## config.mk

```make
export PLATFORM = sky130hd
export DESIGN_NAME = mac16_dot_seq_flat
export DESIGN_NICKNAME = d
export VERILOG_FILES = /design/src/rtl/mac16_dot_seq_if.sv /design/src/rtl/mac16_dot_seq.sv /design/src/flat_wrapper.sv
export SDC_FILE = /design/constraint.sdc
export NUM_CORES = 1
export LEC_CHECK = 0
export CAP_MARGIN = 0
export CORE_MARGIN = 4
export CORE_UTILIZATION = 38
export CTS_CLUSTER_SIZE = 16
export DETAILED_ROUTE_END_ITERATION = 8
export DONT_BUFFER_PORTS = 1
export PLACE_DENSITY = 0.49
export SLEW_MARGIN = 10
export SYNTH_ARGS = -nofsm -noshare
export SYNTH_HDL_FRONTEND = slang
export SYNTH_SLANG_ARGS = --single-unit
```

## constraint.sdc

```tcl
create_clock -name CLK -period 2.09 [get_ports CLK]
set_input_delay 0.418 -clock CLK [delete_from_list [all_inputs] [get_ports CLK]]
set_output_delay 0.418 -clock CLK [all_outputs]
set_load 0.1 [all_outputs]
```

## src/rtl/mac16_dot_seq_if.sv

```systemverilog
// Handshake and DSP-tile bundle for mac16_dot_seq.
// slave = the sequencer; master = operand producer / result consumer / SB_MAC16 side.
interface mac16_dot_seq_if #(
  parameter int LEN_W = 10
);
  logic             start_valid;
  logic             start_ready;
  logic [LEN_W-1:0] start_len;
  logic             start_sub;

  logic             in_valid;
  logic             in_ready;
  logic [15:0]      in_a;
  logic [15:0]      in_b;

  logic             res_valid;
  logic             res_ready;
  logic [31:0]      res_data;

  logic [15:0]      mac_a;
  logic [15:0]      mac_b;
  logic             mac_oload;
  logic             mac_ohold;
  logic             mac_addsub;
  logic             mac_ce;
  logic [31:0]      mac_o;

  modport slave (
    input  start_valid, start_len, start_sub, in_valid, in_a, in_b, res_ready, mac_o,
    output start_ready, in_ready, res_valid, res_data,
           mac_a, mac_b, mac_oload, mac_ohold, mac_addsub, mac_ce
  );

  modport master (
    output start_valid, start_len, start_sub, in_valid, in_a, in_b, res_ready, mac_o,
    input  start_ready, in_ready, res_valid, res_data,
           mac_a, mac_b, mac_oload, mac_ohold, mac_addsub, mac_ce
  );
endinterface

```

## src/rtl/mac16_dot_seq.sv

```systemverilog
// Dot-product sequencer time-sharing one SB_MAC16 16x16 multiply-accumulator.
// Define MAC16_DOT_SUB_EN to honour start_sub (accumulate 0 - sum(a*b)).
module mac16_dot_seq #(
  parameter int LEN_W   = 10,
  parameter int MAC_LAT = 3
) (
  input logic           CLK,
  input logic           RSTN,
  mac16_dot_seq_if.slave bus
);

  typedef enum logic [2:0] {S_IDLE, S_CLEAR, S_FEED, S_DRAIN, S_DONE} state_t;

  state_t             r_state;
  logic               r_alive;
  logic [LEN_W-1:0]   r_remaining;
  logic [MAC_LAT-1:0] r_vpipe;
  logic               r_drain_wait;
  logic               r_in_ready;
  logic               r_oload;
  logic               r_ohold;
  logic               r_res_valid;
  logic [31:0]        r_res_data;
  logic [15:0]        r_mac_a;
  logic [15:0]        r_mac_b;

  logic w_start_ready;
  logic w_start_hs;
  logic w_in_hs;
  logic w_res_hs;
  logic w_vtop;

  // A pending result may be handed off in the same cycle a new job is accepted.
  assign w_start_ready = r_alive && (r_state == S_IDLE) && (!r_res_valid || bus.res_ready);
  assign w_start_hs    = w_start_ready && bus.start_valid;
  assign w_in_hs       = r_in_ready && bus.in_valid;
  assign w_res_hs      = r_res_valid && bus.res_ready;
  assign w_vtop        = r_vpipe[MAC_LAT-1];

  always_ff @(posedge CLK or negedge RSTN) begin
    if (!RSTN) begin
      r_state      <= S_IDLE;
      r_alive      <= 1'b0;
      r_remaining  <= '0;
      r_vpipe      <= '0;
      r_drain_wait <= 1'b0;
      r_in_ready   <= 1'b0;
      r_oload      <= 1'b0;
      r_ohold      <= 1'b1;
      r_res_valid  <= 1'b0;
      r_res_data   <= '0;
      r_mac_a      <= '0;
      r_mac_b      <= '0;
    end else begin
      r_alive <= 1'b1;
      r_vpipe <= (r_vpipe << 1) | MAC_LAT'(w_in_hs);
      if (w_res_hs) r_res_valid <= 1'b0;

      // ohold is registered from the pipe tail, so the accumulator opens
      // exactly MAC_LAT+1 edges after an operand lands on mac_a/mac_b.
      case (r_state)
        S_IDLE: begin
          if (w_start_hs) begin
            r_remaining <= bus.start_len;
            r_state     <= S_CLEAR;
            r_oload     <= 1'b1;
            r_ohold     <= 1'b0;
          end
        end
        S_CLEAR: begin
          r_oload      <= 1'b0;
          r_drain_wait <= 1'b0;
          r_ohold      <= ~w_vtop;
          if (r_remaining == '0) begin
            r_state <= S_DRAIN;
          end else begin
            r_state    <= S_FEED;
            r_in_ready <= 1'b1;
          end
        end
        S_FEED: begin
          r_ohold <= ~w_vtop;
          if (w_in_hs) begin
            r_mac_a     <= bus.in_a;
            r_mac_b     <= bus.in_b;
            r_remaining <= r_remaining - LEN_W'(1);
            if (r_remaining == LEN_W'(1)) begin
              r_state    <= S_DRAIN;
              r_in_ready <= 1'b0;
            end
          end
        end
        S_DRAIN: begin
          // Pipe empty, then one extra cycle for the last accumulate to land.
          if ((r_vpipe == '0) && r_drain_wait) begin
            r_state <= S_DONE;
            r_ohold <= 1'b1;
          end else begin
            r_ohold <= ~w_vtop;
            if (r_vpipe == '0) r_drain_wait <= 1'b1;
          end
        end
        S_DONE: begin
          r_res_data  <= bus.mac_o;
          r_res_valid <= 1'b1;
          r_state     <= S_IDLE;
        end
        default: r_state <= S_IDLE;
      endcase
    end
  end

`ifdef MAC16_DOT_SUB_EN
  logic r_sub_q;

  always_ff @(posedge CLK or negedge RSTN) begin
    if (!RSTN)                  r_sub_q <= 1'b0;
    else if (w_start_hs)        r_sub_q <= bus.start_sub;
    else if (r_state == S_DONE) r_sub_q <= 1'b0;
  end

  assign bus.mac_addsub = r_sub_q;
`else
  assign bus.mac_addsub = 1'b0;
`endif

  assign bus.start_ready = w_start_ready;
  assign bus.in_ready    = r_in_ready;
  assign bus.res_valid   = r_res_valid;
  assign bus.res_data    = r_res_data;
  assign bus.mac_a       = r_mac_a;
  assign bus.mac_b       = r_mac_b;
  assign bus.mac_oload   = r_oload;
  assign bus.mac_ohold   = r_ohold;
  assign bus.mac_ce      = r_alive;

endmodule

```

## src/flat_wrapper.sv

```systemverilog
// flat-port wrapper written by rule: the top's interface ports become plain ports
module mac16_dot_seq_flat 
#(
  parameter int LEN_W   = 10,
  parameter int MAC_LAT = 3
)
  (CLK, RSTN, bus_start_valid, bus_start_len, bus_start_sub, bus_in_valid, bus_in_a, bus_in_b, bus_res_ready, bus_mac_o, bus_start_ready, bus_in_ready, bus_res_valid, bus_res_data, bus_mac_a, bus_mac_b, bus_mac_oload, bus_mac_ohold, bus_mac_addsub, bus_mac_ce);
  mac16_dot_seq_if #(.LEN_W(LEN_W)) bus_i ();
  input logic CLK;
  input logic RSTN;
  input wire logic [$bits(bus_i.start_valid)-1:0] bus_start_valid;
  input wire logic [$bits(bus_i.start_len)-1:0] bus_start_len;
  input wire logic [$bits(bus_i.start_sub)-1:0] bus_start_sub;
  input wire logic [$bits(bus_i.in_valid)-1:0] bus_in_valid;
  input wire logic [$bits(bus_i.in_a)-1:0] bus_in_a;
  input wire logic [$bits(bus_i.in_b)-1:0] bus_in_b;
  input wire logic [$bits(bus_i.res_ready)-1:0] bus_res_ready;
  input wire logic [$bits(bus_i.mac_o)-1:0] bus_mac_o;
  output wire logic [$bits(bus_i.start_ready)-1:0] bus_start_ready;
  output wire logic [$bits(bus_i.in_ready)-1:0] bus_in_ready;
  output wire logic [$bits(bus_i.res_valid)-1:0] bus_res_valid;
  output wire logic [$bits(bus_i.res_data)-1:0] bus_res_data;
  output wire logic [$bits(bus_i.mac_a)-1:0] bus_mac_a;
  output wire logic [$bits(bus_i.mac_b)-1:0] bus_mac_b;
  output wire logic [$bits(bus_i.mac_oload)-1:0] bus_mac_oload;
  output wire logic [$bits(bus_i.mac_ohold)-1:0] bus_mac_ohold;
  output wire logic [$bits(bus_i.mac_addsub)-1:0] bus_mac_addsub;
  output wire logic [$bits(bus_i.mac_ce)-1:0] bus_mac_ce;
  assign bus_i.start_valid = bus_start_valid;
  assign bus_i.start_len = bus_start_len;
  assign bus_i.start_sub = bus_start_sub;
  assign bus_i.in_valid = bus_in_valid;
  assign bus_i.in_a = bus_in_a;
  assign bus_i.in_b = bus_in_b;
  assign bus_i.res_ready = bus_res_ready;
  assign bus_i.mac_o = bus_mac_o;
  assign bus_start_ready = bus_i.start_ready;
  assign bus_in_ready = bus_i.in_ready;
  assign bus_res_valid = bus_i.res_valid;
  assign bus_res_data = bus_i.res_data;
  assign bus_mac_a = bus_i.mac_a;
  assign bus_mac_b = bus_i.mac_b;
  assign bus_mac_oload = bus_i.mac_oload;
  assign bus_mac_ohold = bus_i.mac_ohold;
  assign bus_mac_addsub = bus_i.mac_addsub;
  assign bus_mac_ce = bus_i.mac_ce;
  mac16_dot_seq #(.LEN_W(LEN_W), .MAC_LAT(MAC_LAT)) u_core (.CLK(CLK), .RSTN(RSTN), .bus(bus_i));
endmodule
```

; ---- After elaboration in Yosys (flattened, before gate mapping)
; Index checks and enable logic that the tools add are counted.
; Widths: inputs -> output; s select.
[word_totals]
memories = 0
ramBits = 0
latchBits = 0
inputBits = 80
ff_bits = 86
word_cells = 75
output_inout_bits = 71
romBits = 0
[classes]
div = 0
addsub = 1
n_eq_ne = 12
n_reduce_logical = 25
n_mux = 23
shifts = 0
bitwise_logic = 2
order_cmp = 0
n_mul = 0
[op_table]
columns = op, n
row1 = $mux 10, 2
row2 = $pmux 10 s2, 1
row3 = $mux 3, 4
row4 = $pmux 3 s4, 1
row5 = $mux 1, 11
row6 = $eq 10x1->1 const B, 1
row7 = $logic_not 10->1, 1
row8 = $ne 2x1->1 const B, 5
row9 = $reduce_bool 2->1, 5
row10 = $sub 10x1->10 const B, 1
row11 = $reduce_and 4->1, 2
row12 = $eq 3x2->1 const B, 2
row13 = $logic_and 1x1->1, 6
row14 = $logic_not 3->1, 2
row15 = $pmux 1 s2, 3
row16 = $reduce_and 2->1, 3
row17 = $reduce_and 3->1, 2
row18 = $ne 2x2->1 const B, 2
row19 = $eq 3x1->1 const B, 1
row20 = $eq 3x3->1 const B, 1
row21 = $or 3x1->3, 1
row22 = $pmux 1 s3, 1
row23 = $reduce_bool 3->1, 1
row24 = $reduce_or 2->1, 1
row25 = other kinds (3), 3

; ---- Depth between registers and ports, before layout
[logic_depth]
ltp_word = 6
ltp_mapped = 7
mapped_depth_nobuf = 6

; ---- Least setup slack after synthesis
; Ideal clock, no wire load.
[synth_path]
kind = register to output
from = register u_core.r_alive, in the netlist u_core.bus.mac_ce
to = output bus_start_ready
n_path_buf = 0
slack_ns = -0.282
path_stages_with_launch = 3
t_required_ns = 1.672
arrival_ns = 1.954
cell_sequence = dfrtp_1 nor2b_1 and3_1
[synth_via]
elab_chain_cells = 2
[synth_lines]
columns = item, line
row1 = from (decl), mac16_dot_seq.sv:15  ; logic r_alive;
row2 = from (signal assigned), mac16_dot_seq.sv:43  ; r_alive <= 1'b0;
row3 = from (signal assigned), mac16_dot_seq.sv:55  ; r_alive <= 1'b1;
row4 = $logic_and 1x1->1 (2 in series), mac16_dot_seq.sv:34  ; assign w_start_ready = r_alive && (r_state == S_IDLE) && (!r_res_valid || bus.res_ready);
row5 = to (decl), flat_wrapper.sv:19  ; output wire logic [$bits(bus_i.start_ready)-1:0] bus_start_ready;
; Every way passes these cells.

; ---- Worst setup path after layout
[layout_path]
from = register u_core.r_state[0]
to = output bus_start_ready
[layout_via]
elab_chain_cells = 3
[layout_lines]
columns = item, line
row1 = from (decl), mac16_dot_seq.sv:14  ; state_t r_state;
row2 = from (signal assigned), mac16_dot_seq.sv:42  ; r_state <= S_IDLE;
row3 = from (signal assigned), mac16_dot_seq.sv:65  ; r_state <= S_CLEAR;
row4 = from (signal assigned), mac16_dot_seq.sv:75  ; r_state <= S_DRAIN;
row5 = $logic_not 3->1, mac16_dot_seq.sv:34
row6 = $logic_and 1x1->1 (2 in series), mac16_dot_seq.sv:34
; Every way passes these cells.

==> results.cfg <==
[global_route]
grt_antenna_before_repair = 0
grt_overflow = 0
groute.usage.overall = 0.144
via_count_of_the_first_global_routing_pass = 2507
grt_first_pass_wirelength_mm = 12.8
maximum_number_of_pins_on_one_net_before_global_route_repair = 87

[timing]
worst_hold_margin_ps = -249
worst-slew-pin-transition_ps = 922
finalMaxSlewViolations = 0
slew_headroom = 0.385
final.setup_skew_ps = 13.9
rsz0062_at_grt = no
total_setup_violations_reported_at_the_end_of_the_flow = 0
period_needed_ps = 1940
finalSetupTns_ps = 0
fin_crit_sh = 0.927
achievable-frequency_mhz = 516
hold_viol = 86

[floorplanning]
die-width_um = 105
design.die.area_um2 = 11100
floorplan.die.height_um = 105
boundaryPins = 151
start_util = 0.389
core_area_um2 = 9240
row_count = 35

[logic_synthesis]
share_of_synthesized_area_spent_on_multiplexers = 0.103
synth_ff_type = sky130_fd_sc_hd__dfrtp_1
synth.cell_area_um2 = 3590
netlist_instances = 329
synth_enable_flop_cells = 0
synth-warning-count = 0
synth-xor-area-share = 0
post_synth_fa_ha_maj_area_fraction = 0.00697
synth.yosys.seq_area_share = 0.600
synth_compound_area_frac = 0.0780
ys_async_sr_fraction = 1.00
dominant_combinational_cell_family_by_area_after_synthesis = simple AND/OR/NAND/NOR gates
syn-num-nets = 411
synth-simple-area-share = 0.179
yosys.cell_types.count = 42
synthesis.area_per_instance_um2 = 10.9
yosys_register_bits = 86

[final_layout]
post_route_cells_drive_above_1_share = 0.268
antenna-diode-count = 0
fin_nets = 448
number_of_filler_cells_placed_in_the_layout = 872
register_area_um2 = 2150
flow.area_growth_from_synthesis_pct = 18.0
most_common_cell_after_layout_fill_and_taps_aside = sky130_fd_sc_hd__nand2_1
most_frequent_cells_in_the_layout = 105 x sky130_fd_sc_hd__nand2_1, 85 x sky130_fd_sc_hd__dfrtp_1, 41 x sky130_fd_sc_hd__buf_4
footprint_of_the_multi_input_gates_um2 = 1340

[detailed_routing]
wire_per_inst_um = 15.7
num_vias = 2439
post_drt_via_cell_ratio = 4.89
detail_route.drc_violations = 0
routed_wl_mm = 7.86
first_pass_iters = 4
detailedRoute.firstIterationViolations = 79
remaining_number_of_nets_flagged_by_the_antenna_check_after_routing = 0

[placement]
place.gp.congestion = 0.764
post-dp-hpwl_mm = 5.45
numPortBuffers = 0

[outcome]
status = complete, but fails checks
violations_in_the_final_reports = negative hold slack

[worst_setup_path]
kind_of_capture_point_of_the_worst_setup_path = primary output
path_cells = nor2_2 > and3_2 > buf_12
crit_slowest_cell = sky130_fd_sc_hd__dfrtp_1
required_ps = 1670
worst_setup_sp_type = flip-flop
max_stage_delay_ps = 500
critPathKind = reg2out
worst-path-max-fanout = 8
crit_arrival_ps = 1520

[cts]
postCtsSetupRepairBufs = 0
cts_buffers = 9
cts_root_buf = sky130_fd_sc_hd__clkbuf_8
insertion_delay_ps = 340
h-tree-depth = 3
tritoncts = yes
clk_pin_slew_ps = 100
clock_sink_count = 86
clock_tree.buffer_depth = 2

[job]
cap_violations = 0

[worst_hold_path]
holdCritPathClass = in2async
-- kinds of logic after synthesis --
family / after synthesis
buf+inv: 24
flops: 86
other cells: 2
mux: 33
compound gates: 40
simple gates: 142
fa+ha+maj: 2
-- area by class of cell --
| class | count | area share |
|---|---|---|
| sequential | 86 | 0.508 |
| inverter | 6 | 0.00532 |
| clock buffer | 9 | 0.0292 |
| tap | 129 | 0.0381 |
| clock inverter | 6 | 0.0162 |
| multi-input combinational | 219 | 0.316 |
| timing repair buffer | 44 | 0.0868 |
-- worst paths after layout --
check / from / to / slack, ps / cells past startpoint
hold reg to reg: u_core.r_vpipe[0]$_DFF_PN0_ / u_core.r_vpipe[1]$_DFF_PN0_ / 390 / 0
max in group asynchronous: RSTN / u_core.bus.mac_ohold$_DFFE_PN1P_ / 2110 / 0
hold / removal: RSTN / u_core.bus.res_data[23]$_DFFE_PN0P_ / -250 / 0
setup / recovery: u_core.r_state[0]$_DFFE_PN0P_ / bus_start_ready / 150 / 3
min in group CLK: bus_in_b[2] / u_core.bus.mac_b[2]$_DFFE_PN0P_ / 170 / 2
setup reg to reg: u_core.r_remaining[0]$_DFFE_PN0P_ / u_core.r_state[0]$_DFFE_PN0P_ / 170 / 6
-- flip-flops by register name (all words and copies together), names as in the netlist --
signal / count
u_core.bus.mac_ce: 1
u_core.bus.mac_oload: 1
u_core.bus.in_ready: 1
u_core.bus.res_data: 32
u_core.bus.res_valid: 1
u_core.r_remaining: 10
u_core.bus.mac_b: 16
u_core.r_drain_wait: 1
u_core.r_state: 3
u_core.bus.mac_ohold: 1
u_core.r_vpipe: 3
u_core.bus.mac_a: 16
-- synth_stat cells (all sizes together), types with 3 or more instances --
cell type | number | share of area
buf | 11 | 0.017
a2bb2oi | 3 | 0.0073
o211ai | 3 | 0.0063
dfrtp | 85 | 0.59
a21oi | 6 | 0.0084
o2bb2ai | 4 | 0.0098
mux2 | 33 | 0.10
nand3 | 4 | 0.0056
nor3 | 4 | 0.0070
clkbuf | 7 | 0.0073
o22ai | 7 | 0.012
a31oi | 3 | 0.0052
a22oi | 3 | 0.0063
inv | 6 | 0.0063
and3 | 4 | 0.0070
nand2 | 105 | 0.11
nor2 | 10 | 0.010
o21ai | 6 | 0.0084
nor3b | 3 | 0.0077
-- layer usage --
layer | share of wire | track usage | vias to the layer above | routed length (um)
met4 | 0.015 | 0.0544 | 0 | 116
met1 | 0.43 | 0.184 | 1144 | 3360
met5 | 0 | 0 | - | 0
met3 | 0.098 | 0.0539 | 8 | 773
li1 | - | - | 1185 | -
met2 | 0.46 | 0.221 | 102 | 3610
-- metrics by stage --
stage	instance area, um^2	setup slack (ps)	util	std cells
2_1_floorplan	3590	2.77	-	329
3_3_place_gp	4040	233	0.437	484
3_5_place_dp	4040	220	0.437	484
4_1_cts	4230	15.2	0.458	499
5_1_grt	4240	66.4	0.458	499
6_report	4240	152	0.458	499
-- critical path: cells and delay by family, from the launching register on --
kind / cells / cell delay [ps]
flops: 1 / 500
buf+inv: 1 / 170
simple gates: 2 / 500
-- timing repair --
action / CTS / global route
endpoints found under the setup margin: 0 / 1
resized for setup: 0 / 1
endpoints found under the hold margin: 86 / 86
Power is left out: the tool's default activity adds up to more than one toggle a clock period on the data nets, which glitch-free logic cannot reach.
